## config.mk

```make
export PLATFORM = sky130hd
export DESIGN_NAME = load_store_buffer_flat
export DESIGN_NICKNAME = d
export VERILOG_FILES = /design/src/rtl/load_store_buffer_if.sv /design/src/rtl/load_store_buffer.sv /design/src/flat_wrapper.sv
export SDC_FILE = /design/constraint.sdc
export NUM_CORES = 1
export LEC_CHECK = 0
export CAP_MARGIN = 5
export CELL_PAD_IN_SITES_DETAIL_PLACEMENT = 0
export CELL_PAD_IN_SITES_GLOBAL_PLACEMENT = 1
export CORE_AREA = 5 5 296 298
export CTS_BUF_LIST = sky130_fd_sc_hd__clkbuf_2
export CTS_CLUSTER_SIZE = 12
export DETAILED_ROUTE_END_ITERATION = 12
export DIE_AREA = 0 0 301 303
export GPL_ROUTABILITY_DRIVEN = 1
export GPL_TIMING_DRIVEN = 0
export MAX_ROUTING_LAYER = met4
export PLACE_DENSITY = 0.64
export RECOVER_POWER = 25
export SETUP_SLACK_MARGIN = 0.3
export SLEW_MARGIN = 20
export SYNTH_ARGS = -nofsm -noshare
export SYNTH_HDL_FRONTEND = slang
export SYNTH_SLANG_ARGS = --single-unit
```

## constraint.sdc

```tcl
create_clock -name clk -period 10.5 [get_ports clk]
set_input_delay 2.625 -clock clk [delete_from_list [all_inputs] [get_ports clk]]
set_output_delay 2.625 -clock clk [all_outputs]
set_load 0.01 [all_outputs]
```

## src/rtl/load_store_buffer_if.sv

```systemverilog
// Bus bundle between dispatch/CDB/ROB/memory and the load/store buffer.
// The buffer uses the slave modport; the environment driving it uses master.
interface load_store_buffer_if #(
  parameter int DEPTH = 4
) ();
  localparam int CNT_W = $clog2(DEPTH) + 1;

  logic             alloc_valid;
  logic             alloc_is_store;
  logic [4:0]       alloc_ROBEN;
  logic [4:0]       alloc_base_Q;
  logic [31:0]      alloc_base_V;
  logic [4:0]       alloc_data_Q;
  logic [31:0]      alloc_data_V;
  logic [31:0]      alloc_imm;
  logic             CDB_valid;
  logic [4:0]       CDB_ROBEN;
  logic [31:0]      CDB_Result;
  logic             commit_valid;
  logic [4:0]       commit_ROBEN;
  logic             flush;
  logic             full;
  logic [CNT_W-1:0] count;
  logic [4:0]       ROBEN;
  logic             Read_en;
  logic             Write_en;
  logic [31:0]      address;
  logic [31:0]      data;

  modport slave (
    input  alloc_valid, alloc_is_store, alloc_ROBEN, alloc_base_Q, alloc_base_V,
           alloc_data_Q, alloc_data_V, alloc_imm, CDB_valid, CDB_ROBEN, CDB_Result,
           commit_valid, commit_ROBEN, flush,
    output full, count, ROBEN, Read_en, Write_en, address, data
  );

  modport master (
    output alloc_valid, alloc_is_store, alloc_ROBEN, alloc_base_Q, alloc_base_V,
           alloc_data_Q, alloc_data_V, alloc_imm, CDB_valid, CDB_ROBEN, CDB_Result,
           commit_valid, commit_ROBEN, flush,
    input  full, count, ROBEN, Read_en, Write_en, address, data
  );
endinterface

```

## src/rtl/load_store_buffer.sv

```systemverilog
// In-order load/store buffer: captures operands from the CDB, waits for store
// commit, and issues one memory access per cycle from the head entry.
module load_store_buffer #(
  parameter int DEPTH = 4
) (
  input logic                clk,
  input logic                rst,
  load_store_buffer_if.slave bus
);
  localparam int PTR_W  = $clog2(DEPTH);
  localparam int CNT_W  = PTR_W + 1;
  localparam int DATA_W = 32;
  localparam int TAG_W  = 5;

  logic [DEPTH-1:0]              busy;
  logic [DEPTH-1:0]              is_st;
  logic [DEPTH-1:0]              cmt;
  logic [TAG_W-1:0]              rob_q  [DEPTH];
  logic [TAG_W-1:0]              base_q [DEPTH];
  logic [TAG_W-1:0]              data_q [DEPTH];
  logic [DATA_W-1:0]             base_v [DEPTH];
  logic [DATA_W-1:0]             data_v [DEPTH];
  logic signed [DATA_W-1:0]      imm_q  [DEPTH];

  logic [PTR_W-1:0]              head;
  logic [PTR_W-1:0]              tail;
  logic [CNT_W-1:0]              cnt;

  logic                          rd_en_p0;
  logic                          wr_en_p0;
  logic [TAG_W-1:0]              rob_p0;
  logic [DATA_W-1:0]             addr_p0;
  logic [DATA_W-1:0]             data_p0;

  logic                          full_c;
  logic                          alloc_take;
  logic                          head_rdy;
  logic                          issue_take;

  // Effective address wraps modulo 2^32; range checking is left to memory.
  function automatic logic [DATA_W-1:0] eff_addr(input logic [DATA_W-1:0]        base,
                                                 input logic signed [DATA_W-1:0] off);
    return base + $unsigned(off);
  endfunction

  function automatic logic cdb_hit(input logic             vld,
                                   input logic [TAG_W-1:0] cdb_tag,
                                   input logic [TAG_W-1:0] tag);
    return vld && (tag != '0) && (tag == cdb_tag);
  endfunction

  assign full_c     = (cnt == CNT_W'(DEPTH));
  assign alloc_take = bus.alloc_valid && !full_c && !bus.flush;
  assign head_rdy   = busy[head] && (base_q[head] == '0) &&
                      (!is_st[head] || ((data_q[head] == '0) && cmt[head]));
  assign issue_take = head_rdy && !bus.flush;

  // Issue stage: control state and registered memory-bus outputs
  always_ff @(posedge clk or negedge rst) begin
    if (!rst) begin
      busy     <= '0;
      head     <= '0;
      tail     <= '0;
      cnt      <= '0;
      rd_en_p0 <= 1'b0;
      wr_en_p0 <= 1'b0;
      rob_p0   <= '0;
      addr_p0  <= '0;
      data_p0  <= '0;
    end else if (bus.flush) begin
      busy     <= '0;
      head     <= '0;
      tail     <= '0;
      cnt      <= '0;
      rd_en_p0 <= 1'b0;
      wr_en_p0 <= 1'b0;
      rob_p0   <= '0;
    end else begin
      rd_en_p0 <= issue_take && !is_st[head];
      wr_en_p0 <= issue_take && is_st[head];
      rob_p0   <= issue_take ? rob_q[head] : '0;
      if (issue_take) begin
        addr_p0    <= eff_addr(base_v[head], imm_q[head]);
        data_p0    <= is_st[head] ? data_v[head] : '0;
        busy[head] <= 1'b0;
        head       <= head + 1'b1;
      end
      if (alloc_take) begin
        busy[tail] <= 1'b1;
        tail       <= tail + 1'b1;
      end
      cnt <= cnt + CNT_W'(alloc_take) - CNT_W'(issue_take);
    end
  end

  // Entry payload: written on allocation, updated by CDB capture and commit
  always_ff @(posedge clk) begin
    for (int i = 0; i < DEPTH; i++) begin
      if (alloc_take && (tail == PTR_W'(i))) begin
        is_st[i] <= bus.alloc_is_store;
        rob_q[i] <= bus.alloc_ROBEN;
        imm_q[i] <= $signed(bus.alloc_imm);
        cmt[i]   <= 1'b0;
        if (cdb_hit(bus.CDB_valid, bus.CDB_ROBEN, bus.alloc_base_Q)) begin
          base_q[i] <= '0;
          base_v[i] <= bus.CDB_Result;
        end else begin
          base_q[i] <= bus.alloc_base_Q;
          base_v[i] <= bus.alloc_base_V;
        end
        if (cdb_hit(bus.CDB_valid, bus.CDB_ROBEN, bus.alloc_data_Q)) begin
          data_q[i] <= '0;
          data_v[i] <= bus.CDB_Result;
        end else begin
          data_q[i] <= bus.alloc_data_Q;
          data_v[i] <= bus.alloc_data_V;
        end
      end else begin
        if (cdb_hit(bus.CDB_valid, bus.CDB_ROBEN, base_q[i])) begin
          base_q[i] <= '0;
          base_v[i] <= bus.CDB_Result;
        end
        if (cdb_hit(bus.CDB_valid, bus.CDB_ROBEN, data_q[i])) begin
          data_q[i] <= '0;
          data_v[i] <= bus.CDB_Result;
        end
        if (busy[i] && is_st[i] && bus.commit_valid && (rob_q[i] == bus.commit_ROBEN))
          cmt[i] <= 1'b1;
      end
    end
  end

  assign bus.full     = full_c;
  assign bus.count    = cnt;
  assign bus.ROBEN    = rob_p0;
  assign bus.Read_en  = rd_en_p0;
  assign bus.Write_en = wr_en_p0;
  assign bus.address  = addr_p0;
  assign bus.data     = data_p0;
endmodule

```

## src/flat_wrapper.sv

```systemverilog
// flat-port wrapper written by rule: the top's interface ports become plain ports
module load_store_buffer_flat 
#(
  parameter int DEPTH = 4
)
  (clk, rst, bus_alloc_valid, bus_alloc_is_store, bus_alloc_ROBEN, bus_alloc_base_Q, bus_alloc_base_V, bus_alloc_data_Q, bus_alloc_data_V, bus_alloc_imm, bus_CDB_valid, bus_CDB_ROBEN, bus_CDB_Result, bus_commit_valid, bus_commit_ROBEN, bus_flush, bus_full, bus_count, bus_ROBEN, bus_Read_en, bus_Write_en, bus_address, bus_data);
  load_store_buffer_if #(.DEPTH(DEPTH)) bus_i ();
  input logic clk;
  input logic rst;
  input wire logic [$bits(bus_i.alloc_valid)-1:0] bus_alloc_valid;
  input wire logic [$bits(bus_i.alloc_is_store)-1:0] bus_alloc_is_store;
  input wire logic [$bits(bus_i.alloc_ROBEN)-1:0] bus_alloc_ROBEN;
  input wire logic [$bits(bus_i.alloc_base_Q)-1:0] bus_alloc_base_Q;
  input wire logic [$bits(bus_i.alloc_base_V)-1:0] bus_alloc_base_V;
  input wire logic [$bits(bus_i.alloc_data_Q)-1:0] bus_alloc_data_Q;
  input wire logic [$bits(bus_i.alloc_data_V)-1:0] bus_alloc_data_V;
  input wire logic [$bits(bus_i.alloc_imm)-1:0] bus_alloc_imm;
  input wire logic [$bits(bus_i.CDB_valid)-1:0] bus_CDB_valid;
  input wire logic [$bits(bus_i.CDB_ROBEN)-1:0] bus_CDB_ROBEN;
  input wire logic [$bits(bus_i.CDB_Result)-1:0] bus_CDB_Result;
  input wire logic [$bits(bus_i.commit_valid)-1:0] bus_commit_valid;
  input wire logic [$bits(bus_i.commit_ROBEN)-1:0] bus_commit_ROBEN;
  input wire logic [$bits(bus_i.flush)-1:0] bus_flush;
  output wire logic [$bits(bus_i.full)-1:0] bus_full;
  output wire logic [$bits(bus_i.count)-1:0] bus_count;
  output wire logic [$bits(bus_i.ROBEN)-1:0] bus_ROBEN;
  output wire logic [$bits(bus_i.Read_en)-1:0] bus_Read_en;
  output wire logic [$bits(bus_i.Write_en)-1:0] bus_Write_en;
  output wire logic [$bits(bus_i.address)-1:0] bus_address;
  output wire logic [$bits(bus_i.data)-1:0] bus_data;
  assign bus_i.alloc_valid = bus_alloc_valid;
  assign bus_i.alloc_is_store = bus_alloc_is_store;
  assign bus_i.alloc_ROBEN = bus_alloc_ROBEN;
  assign bus_i.alloc_base_Q = bus_alloc_base_Q;
  assign bus_i.alloc_base_V = bus_alloc_base_V;
  assign bus_i.alloc_data_Q = bus_alloc_data_Q;
  assign bus_i.alloc_data_V = bus_alloc_data_V;
  assign bus_i.alloc_imm = bus_alloc_imm;
  assign bus_i.CDB_valid = bus_CDB_valid;
  assign bus_i.CDB_ROBEN = bus_CDB_ROBEN;
  assign bus_i.CDB_Result = bus_CDB_Result;
  assign bus_i.commit_valid = bus_commit_valid;
  assign bus_i.commit_ROBEN = bus_commit_ROBEN;
  assign bus_i.flush = bus_flush;
  assign bus_full = bus_i.full;
  assign bus_count = bus_i.count;
  assign bus_ROBEN = bus_i.ROBEN;
  assign bus_Read_en = bus_i.Read_en;
  assign bus_Write_en = bus_i.Write_en;
  assign bus_address = bus_i.address;
  assign bus_data = bus_i.data;
  load_store_buffer #(.DEPTH(DEPTH)) u_core (.clk(clk), .rst(rst), .bus(bus_i));
endmodule
```

## Yosys cells after proc, flatten, opt, wreduce, memory -nomap -nowiden

Memory sizes are Yosys's and may differ from the RTL's.
Cells that the tools add are included.

- Reductions and logical operators: 72
- Equality and inequality tests: 18
- Order comparisons: 4
- Muxes and demuxes: 142
- $add $sub $neg: 5
- Bitwise gates (word level): 36

Operator list:

| operator | count |
|---|---|
| $mux W32 | 20 |
| $mux W5 | 21 |
| $reduce_or A32 Y1 | 3 |
| $mux W1 | 81 |
| $eq A5 B5 Y1 | 14 |
| $reduce_bool A5 Y1 | 10 |
| $logic_and A1 B1 Y1 | 46 |
| $add A32 B32 Y32 | 1 |
| $or A1 B1 Y1 | 32 |
| $mux W2 | 10 |
| $mux W4 | 4 |
| $reduce_or A5 Y1 | 3 |
| $logic_not A5 Y1 | 2 |
| $bmux W1 S2 | 3 |
| $lt A2 B3 Y1 const B | 2 |
| $add A2 B1 Y2 const B | 2 |
| $and A4 B4 Y4 | 1 |
| $demux W1 S2 | 2 |
| $eq A2 B2 Y1 const B | 2 |
| $ge A2 B1 Y1 const B | 2 |
| $not A4 Y4 | 1 |
| $or A4 B4 Y4 | 1 |
| $reduce_bool A2 Y1 | 2 |
| $add A3 B1 Y3 | 1 |
| other kinds (9) | 11 |

- RAM bits: 444
- Flip-flop bits (word level): 90
- Memories: 6

Memory list:

| name | words | width | read ports | clocked after memory_dff | write ports | line | source |
|---|---|---|---|---|---|---|---|
| u_core.base_v | 4 | 32 | 1 | 0 | 4 | load_store_buffer.sv:21 | `logic [DATA_W-1:0] base_v [DEPTH];` |
| u_core.data_v | 4 | 32 | 1 | 0 | 4 | load_store_buffer.sv:22 | `logic [DATA_W-1:0] data_v [DEPTH];` |
| u_core.imm_q | 4 | 32 | 1 | 0 | 1 | load_store_buffer.sv:23 | `logic signed [DATA_W-1:0] imm_q [DEPTH];` |
| u_core.base_q | 4 | 5 | 5 | 0 | 4 | load_store_buffer.sv:19 | `logic [TAG_W-1:0] base_q [DEPTH];` |
| u_core.data_q | 4 | 5 | 5 | 0 | 4 | load_store_buffer.sv:20 | `logic [TAG_W-1:0] data_q [DEPTH];` |
| u_core.rob_q | 4 | 5 | 5 | 0 | 1 | load_store_buffer.sv:18 | `logic [TAG_W-1:0] rob_q [DEPTH];` |

## Longest topological paths before layout

- Word-level depth: 11
- Gate-level depth with buffers: 17
- Depth with buffers taken out: 14

## Worst setup path before layout

Ideal clock, no wire load.

- Path kind: input to register
- Start: input port bus_CDB_ROBEN[1]
- End: memory u_core.data_q[2][0], enable pin
- Library setup time: 483 ps
- Path slack: 4041 ps
- Stages: 4
- Data arrival time: 5976 ps
- Path buffers: 1
- Cells stage by stage: clkbuf_1 -> xnor2_1 -> nand4_1 -> o21ai_0

RTL lines:

| what | line | source |
|---|---|---|
| start, declared | flat_wrapper.sv:19 | `input wire logic [$bits(bus_i.CDB_ROBEN)-1:0] bus_CDB_ROBEN;` |
| end, declared | load_store_buffer.sv:20 |  |

==> metrics.txt <==
# TYPE chip_impl_metric gauge
chip_impl_metric{name="post_drt_via_cell_ratio",unit=""} 4.774
chip_impl_info{name="critical_path.cell_chain",value="dlygate4sd3_1 -> nor2_1 -> nand2_1 -> clkinvlp_2 -> clkbuf_1 -> nand2_1 -> clkbuf_1 -> mux2_2"} 1
chip_impl_metric{name="synth_cell_type_count",unit=""} 59
chip_impl_metric{name="cts-buffers-inserted",unit=""} 136
chip_impl_metric{name="synth_enable_flop_cells",unit=""} 448
chip_impl_info{name="grt_setup_unrepaired",value="false"} 1
chip_impl_info{name="timing.critical_path.from",value="bus_flush"} 1
chip_impl_metric{name="synth-async-reset-ratio",unit=""} 0.1536
chip_impl_metric{name="worst-r2r-setup-slack",unit="ps"} 4080
chip_impl_metric{name="yosysSeqAreaShare",unit=""} 0.6209
chip_impl_metric{name="required",unit="ps"} 11470
chip_impl_metric{name="timing.final.crit_period",unit="ps"} 7674
chip_impl_metric{name="report.final.hold_viol_count",unit=""} 0
chip_impl_info{name="crit_family",value="buffers and inverters"} 1
chip_impl_metric{name="timing.critical_path.arrival",unit="ps"} 8640
chip_impl_metric{name="timing_max_transition_violations_final",unit=""} 169
chip_impl_metric{name="postSynthAreaPerCell",unit="µm²"} 15.47
chip_impl_info{name="element_type_at_the_critical_path_end",value="register"} 1
chip_impl_metric{name="floorplan.die.height",unit="µm"} 303
chip_impl_info{name="grt_busiest_layer",value="met2"} 1
chip_impl_metric{name="fp.dieArea",unit="µm²"} 91200
chip_impl_metric{name="cts_hold_buf",unit=""} 0
chip_impl_metric{name="synth_area",unit="µm²"} 25100
chip_impl_info{name="ys_dominant_reg_cell",value="edfxtp_1"} 1
chip_impl_metric{name="tightest_slew_margin_relative_to_the_limit",unit=""} -1.206
chip_impl_metric{name="fin_worst_skew",unit="ps"} 101.9
chip_impl_metric{name="syn-num-nets",unit=""} 1825
chip_impl_metric{name="use_met1",unit=""} 0.1985
chip_impl_info{name="hold_class",value="register to register"} 1
chip_impl_metric{name="slew_at_the_pin_closest_to_its_max_slew_limit",unit="ps"} 3308
chip_impl_metric{name="detail_route.first_pass.iterations",unit=""} 5
chip_impl_metric{name="cts-resized-gates",unit=""} 0
chip_impl_metric{name="cts.reportedPaths.clkPinSlew",unit="ps"} 80
chip_impl_metric{name="critPathMaxFanout",unit=""} 41
chip_impl_metric{name="route.detailed.wl_per_inst",unit="µm"} 23.22
chip_impl_metric{name="totalPowerFinal",unit="W"} 0.004805
chip_impl_metric{name="cts_max_level",unit=""} 4
chip_impl_metric{name="final.hold.worst_slack",unit="ps"} 486.3
chip_impl_info{name="critical_path_capture_point",value="u_core.base_v[2][11]"} 1
chip_impl_metric{name="timing.final.crit_share",unit=""} 0.7309
chip_impl_metric{name="clock_path_buffers",unit=""} 3
chip_impl_metric{name="pin_count_of_the_biggest_net_entering_global_routing",unit=""} 45
chip_impl_metric{name="core-area",unit="µm²"} 84610
chip_impl_metric{name="maximum_cell_stage_delay_along_the_critical_path",unit="ps"} 2320
chip_impl_metric{name="clk_latency",unit="ps"} 1280
chip_impl_info{name="terminus_of_the_critical_flop_to_flop_path",value="u_core.base_v[2][11]"} 1
chip_impl_info{name="clock_tree_from_tritoncts",value="done"} 1
chip_impl_metric{name="routed_wl",unit="mm"} 75.94
chip_impl_metric{name="cts_setup_buffers",unit=""} 0
chip_impl_metric{name="cp.buffers_inverters",unit=""} 4
chip_impl_metric{name="ios",unit=""} 235
chip_impl_metric{name="grt_util_met3",unit=""} 0.05968
chip_impl_metric{name="first_pass_grt_wire_length",unit="mm"} 109.5
chip_impl_metric{name="gr-usage-met2",unit=""} 0.2810
chip_impl_metric{name="overflow",unit=""} 0
chip_impl_info{name="startpoint_type",value="primary input"} 1
chip_impl_metric{name="grt_use_total",unit=""} 0.1700
chip_impl_metric{name="vias_in_the_first_global_route",unit=""} 16620
chip_impl_info{name="cts_root_buf",value="clkbuf_2"} 1
chip_impl_metric{name="leakagePower",unit="nW"} 10.67
chip_impl_metric{name="worst_reg2reg_path_depth",unit=""} 9
chip_impl_metric{name="achievable-frequency",unit="GHz"} 0.1303
chip_impl_metric{name="nets",unit=""} 2204
chip_impl_metric{name="synthCells",unit=""} 1622
chip_impl_info{name="timing.rr.start",value="u_core.bus.count[2]"} 1
chip_impl_metric{name="floorplan.rows",unit=""} 107
chip_impl_metric{name="layout-area-overhead-vs-synth",unit="%"} 21.14
chip_impl_metric{name="worstSetupPathDepth",unit=""} 8
chip_impl_metric{name="setup_viol_count_final",unit=""} 0
chip_impl_metric{name="detailed_place_hpwl",unit="mm"} 53.94
chip_impl_info{name="criticalPathCategory",value="primary input to register"} 1
chip_impl_metric{name="via_count",unit=""} 15610
chip_impl_metric{name="power_density_over_the_cells",unit="nW/µm²"} 158.0
chip_impl_metric{name="number_of_max_cap_violations",unit=""} 4
chip_impl_info{name="failed_checks",value="capacitance limit, slew limit"} 1
chip_impl_metric{name="finalSetupTns",unit="ps"} 0
chip_impl_metric{name="drt_iter0_drc",unit=""} 1055
chip_impl_info{name="outcome",value="finished with violations"} 1
chip_impl_metric{name="ir_worst_vdd",unit="mV"} 0.05743
chip_impl_metric{name="drc_errors",unit=""} 0
chip_impl_metric{name="yosysWarningCount",unit=""} 0
chip_impl_metric{name="port_buffers",unit=""} 228
chip_impl_metric{name="n_fill_cell",unit=""} 8302
chip_impl_metric{name="synth_seq_cells",unit=""} 534
chip_impl_info{name="slowest_stage",value="clkbuf_1"} 1
chip_impl_metric{name="fraction_of_final_layout_cells_sized_beyond_drive_strength_1",unit=""} 0.3036
chip_impl_metric{name="detail-route-antenna-nets",unit=""} 0
chip_impl_metric{name="initial_antenna_violation_count",unit=""} 33
chip_impl_metric{name="cts_num_sinks",unit=""} 534
chip_impl_metric{name="floorplan.initialDensity",unit=""} 0.2966
chip_impl_metric{name="gp_weighted_congestion",unit=""} 0.8289
chip_impl_metric{name="dieWidth",unit="µm"} 301
==> cell usage after synthesis, types with 4 or more instances <==
library cell  instances  area, µm²
edfxtp_1            448      13450
mux2_2              256       2883
nand2_1             146      548.0
mux4_2              101       2275
o21ai_0              86      430.4
dfrtp_1              82       2052
nor2_1               68      255.2
xnor2_1              54      473.0
xor2_1               50      437.9
clkbuf_1             42      157.7
ha_1                 41      513.0
a21oi_1              34      170.2
inv_1                30      112.6
buf_2                22      110.1
nand4_1              13      81.33
or4_1                12      90.09
buf_1                11      41.29
nand3_1              11      55.05
a21o_1                9      67.56
o211ai_1              9      67.56
nor2b_1               8      50.05
nor3_1                8      40.04
nor4_1                8      50.05
a31oi_1               6      37.54
and3_1                6      37.54
a211oi_1              4      30.03
buf_6                 4      45.04
dfxtp_1               4      80.08
nand2b_1              4      25.02
nand3b_1              4      30.03
==> layout make-up <==
cell class / instances / area, µm² / area share
sequential: 534 / 15580 / 0.5126
tap: 1144 / 1431 / 0.04708
antenna: 21 / 52.55 / 0.001728
clock inverter: 29 / 142.6 / 0.004691
clock buffer: 213 / 1066 / 0.03506
timing repair buffer: 241 / 2555 / 0.08403
buffer: 79 / 342.8 / 0.01128
inverter: 30 / 120.1 / 0.003951
multi-input combinational: 979 / 9109 / 0.2996
==> power breakdown <==
part / leakage [nW] / internal (W) / switching (W)
sequential: 5.23 / 0.00247 / 0.0000747
clock: 0.967 / 0.000558 / 0.000853
combinational: 4.46 / 0.000403 / 0.000446
total: 10.7 / 0.00343 / 0.00137
==> layout by cell type, fill, tap and decap left out, drive strengths merged, types with 4 or more instances in the layout <==
master,synthesis,routed
a21oi,34,34
dfrtp,82,82
mux2,256,256
o211ai,9,9
nor3,8,8
or4,12,12
clkbuf,42,264
a31oi,6,6
mux4,101,101
nand4,14,14
o31ai,5,5
diode,0,21
nor4,8,8
nand2b,4,4
edfxtp,448,448
nand3,11,11
o21ai,86,86
xnor2,54,54
ha,41,41
a21o,9,9
dfxtp,4,4
nand2,146,146
clkdlybuf4s50,0,188
nor2b,8,8
clkinv,0,20
buf,37,42
and3,6,6
inv,30,35
nand3b,4,4
dlygate4sd3,0,39
a211oi,4,4
nor2,68,68
xor2,50,50
==> registers in the layout, summed over array words and instances (netlist names) <==
signal and count:
u_core.rob_q 20, u_core.base_v 128, u_core.bus.ROBEN 5, u_core.imm_q 128, u_core.tail 2, u_core.base_q 20, u_core.head 2, u_core.bus.data 32
u_core.bus.Write_en 1, u_core.busy 4, u_core.bus.Read_en 1, u_core.bus.address 32, u_core.data_q 20, u_core.is_st 4, u_core.cmt 4, u_core.bus.count 3
u_core.data_v 128
==> worst min-delay path, cell delays in order, from the launching register on <==
cell and delay, ps:
dfrtp_1 350, nand2_1 50, o21ai_0 60
==> cells by family (layout without fill, tap and decap cells) <==
family          Yosys count  after routing  share of synthesized area
xor+xnor                104            104                    0.03629
mux                     358            358                     0.2059
flops                   534            534                     0.6209
compound gates          176            176                    0.04272
other cells               0             21                          0
simple gates            298            298                    0.05354
fa+ha+maj                43             43                    0.02203
buf+inv                 109            592                    0.01859
==> layer usage <==
layer | routed length (µm) | share of wire | up-vias
li1 | - | - | 7123
met1 | 30550 | 0.40 | 7892
met2 | 37690 | 0.50 | 479
met3 | 6038 | 0.080 | 118
met4 | 1659 | 0.022 | 0
met5 | 0 | 0 | -
==> worst min-delay path by stage <==
stage / from / endpoint / slack (ps) / cells after the start
floorplan: u_core.cmt[0] / u_core.cmt[0] / 430 / 2
global placement: u_core.bus.address[1] / u_core.bus.address[1] / 460 / 2
detailed placement: u_core.bus.address[1] / u_core.bus.address[1] / 470 / 2
CTS: u_core.bus.address[15] / u_core.bus.address[15] / 500 / 2
global route: u_core.bus.address[18] / u_core.bus.address[18] / 520 / 2
finish: u_core.bus.address[19] / u_core.bus.address[19] / 490 / 2
==> stage by stage <==
stage / instances / utilization / cell area (µm²) / worst slack [ps]
5_1_grt: 3268 / 0.3593 / 30400 / 2786
3_5_place_dp: 3007 / 0.3457 / 29250 / 3992
2_1_floorplan: 1622 / - / 25100 / 4041
4_1_cts: 3249 / 0.3600 / 30460 / 4291
6_report: 3270 / 0.3593 / 30400 / 2826
3_3_place_gp: 2994 / 0.3405 / 28810 / 667.2
Note: power is estimated with default switching activity, not from simulation.
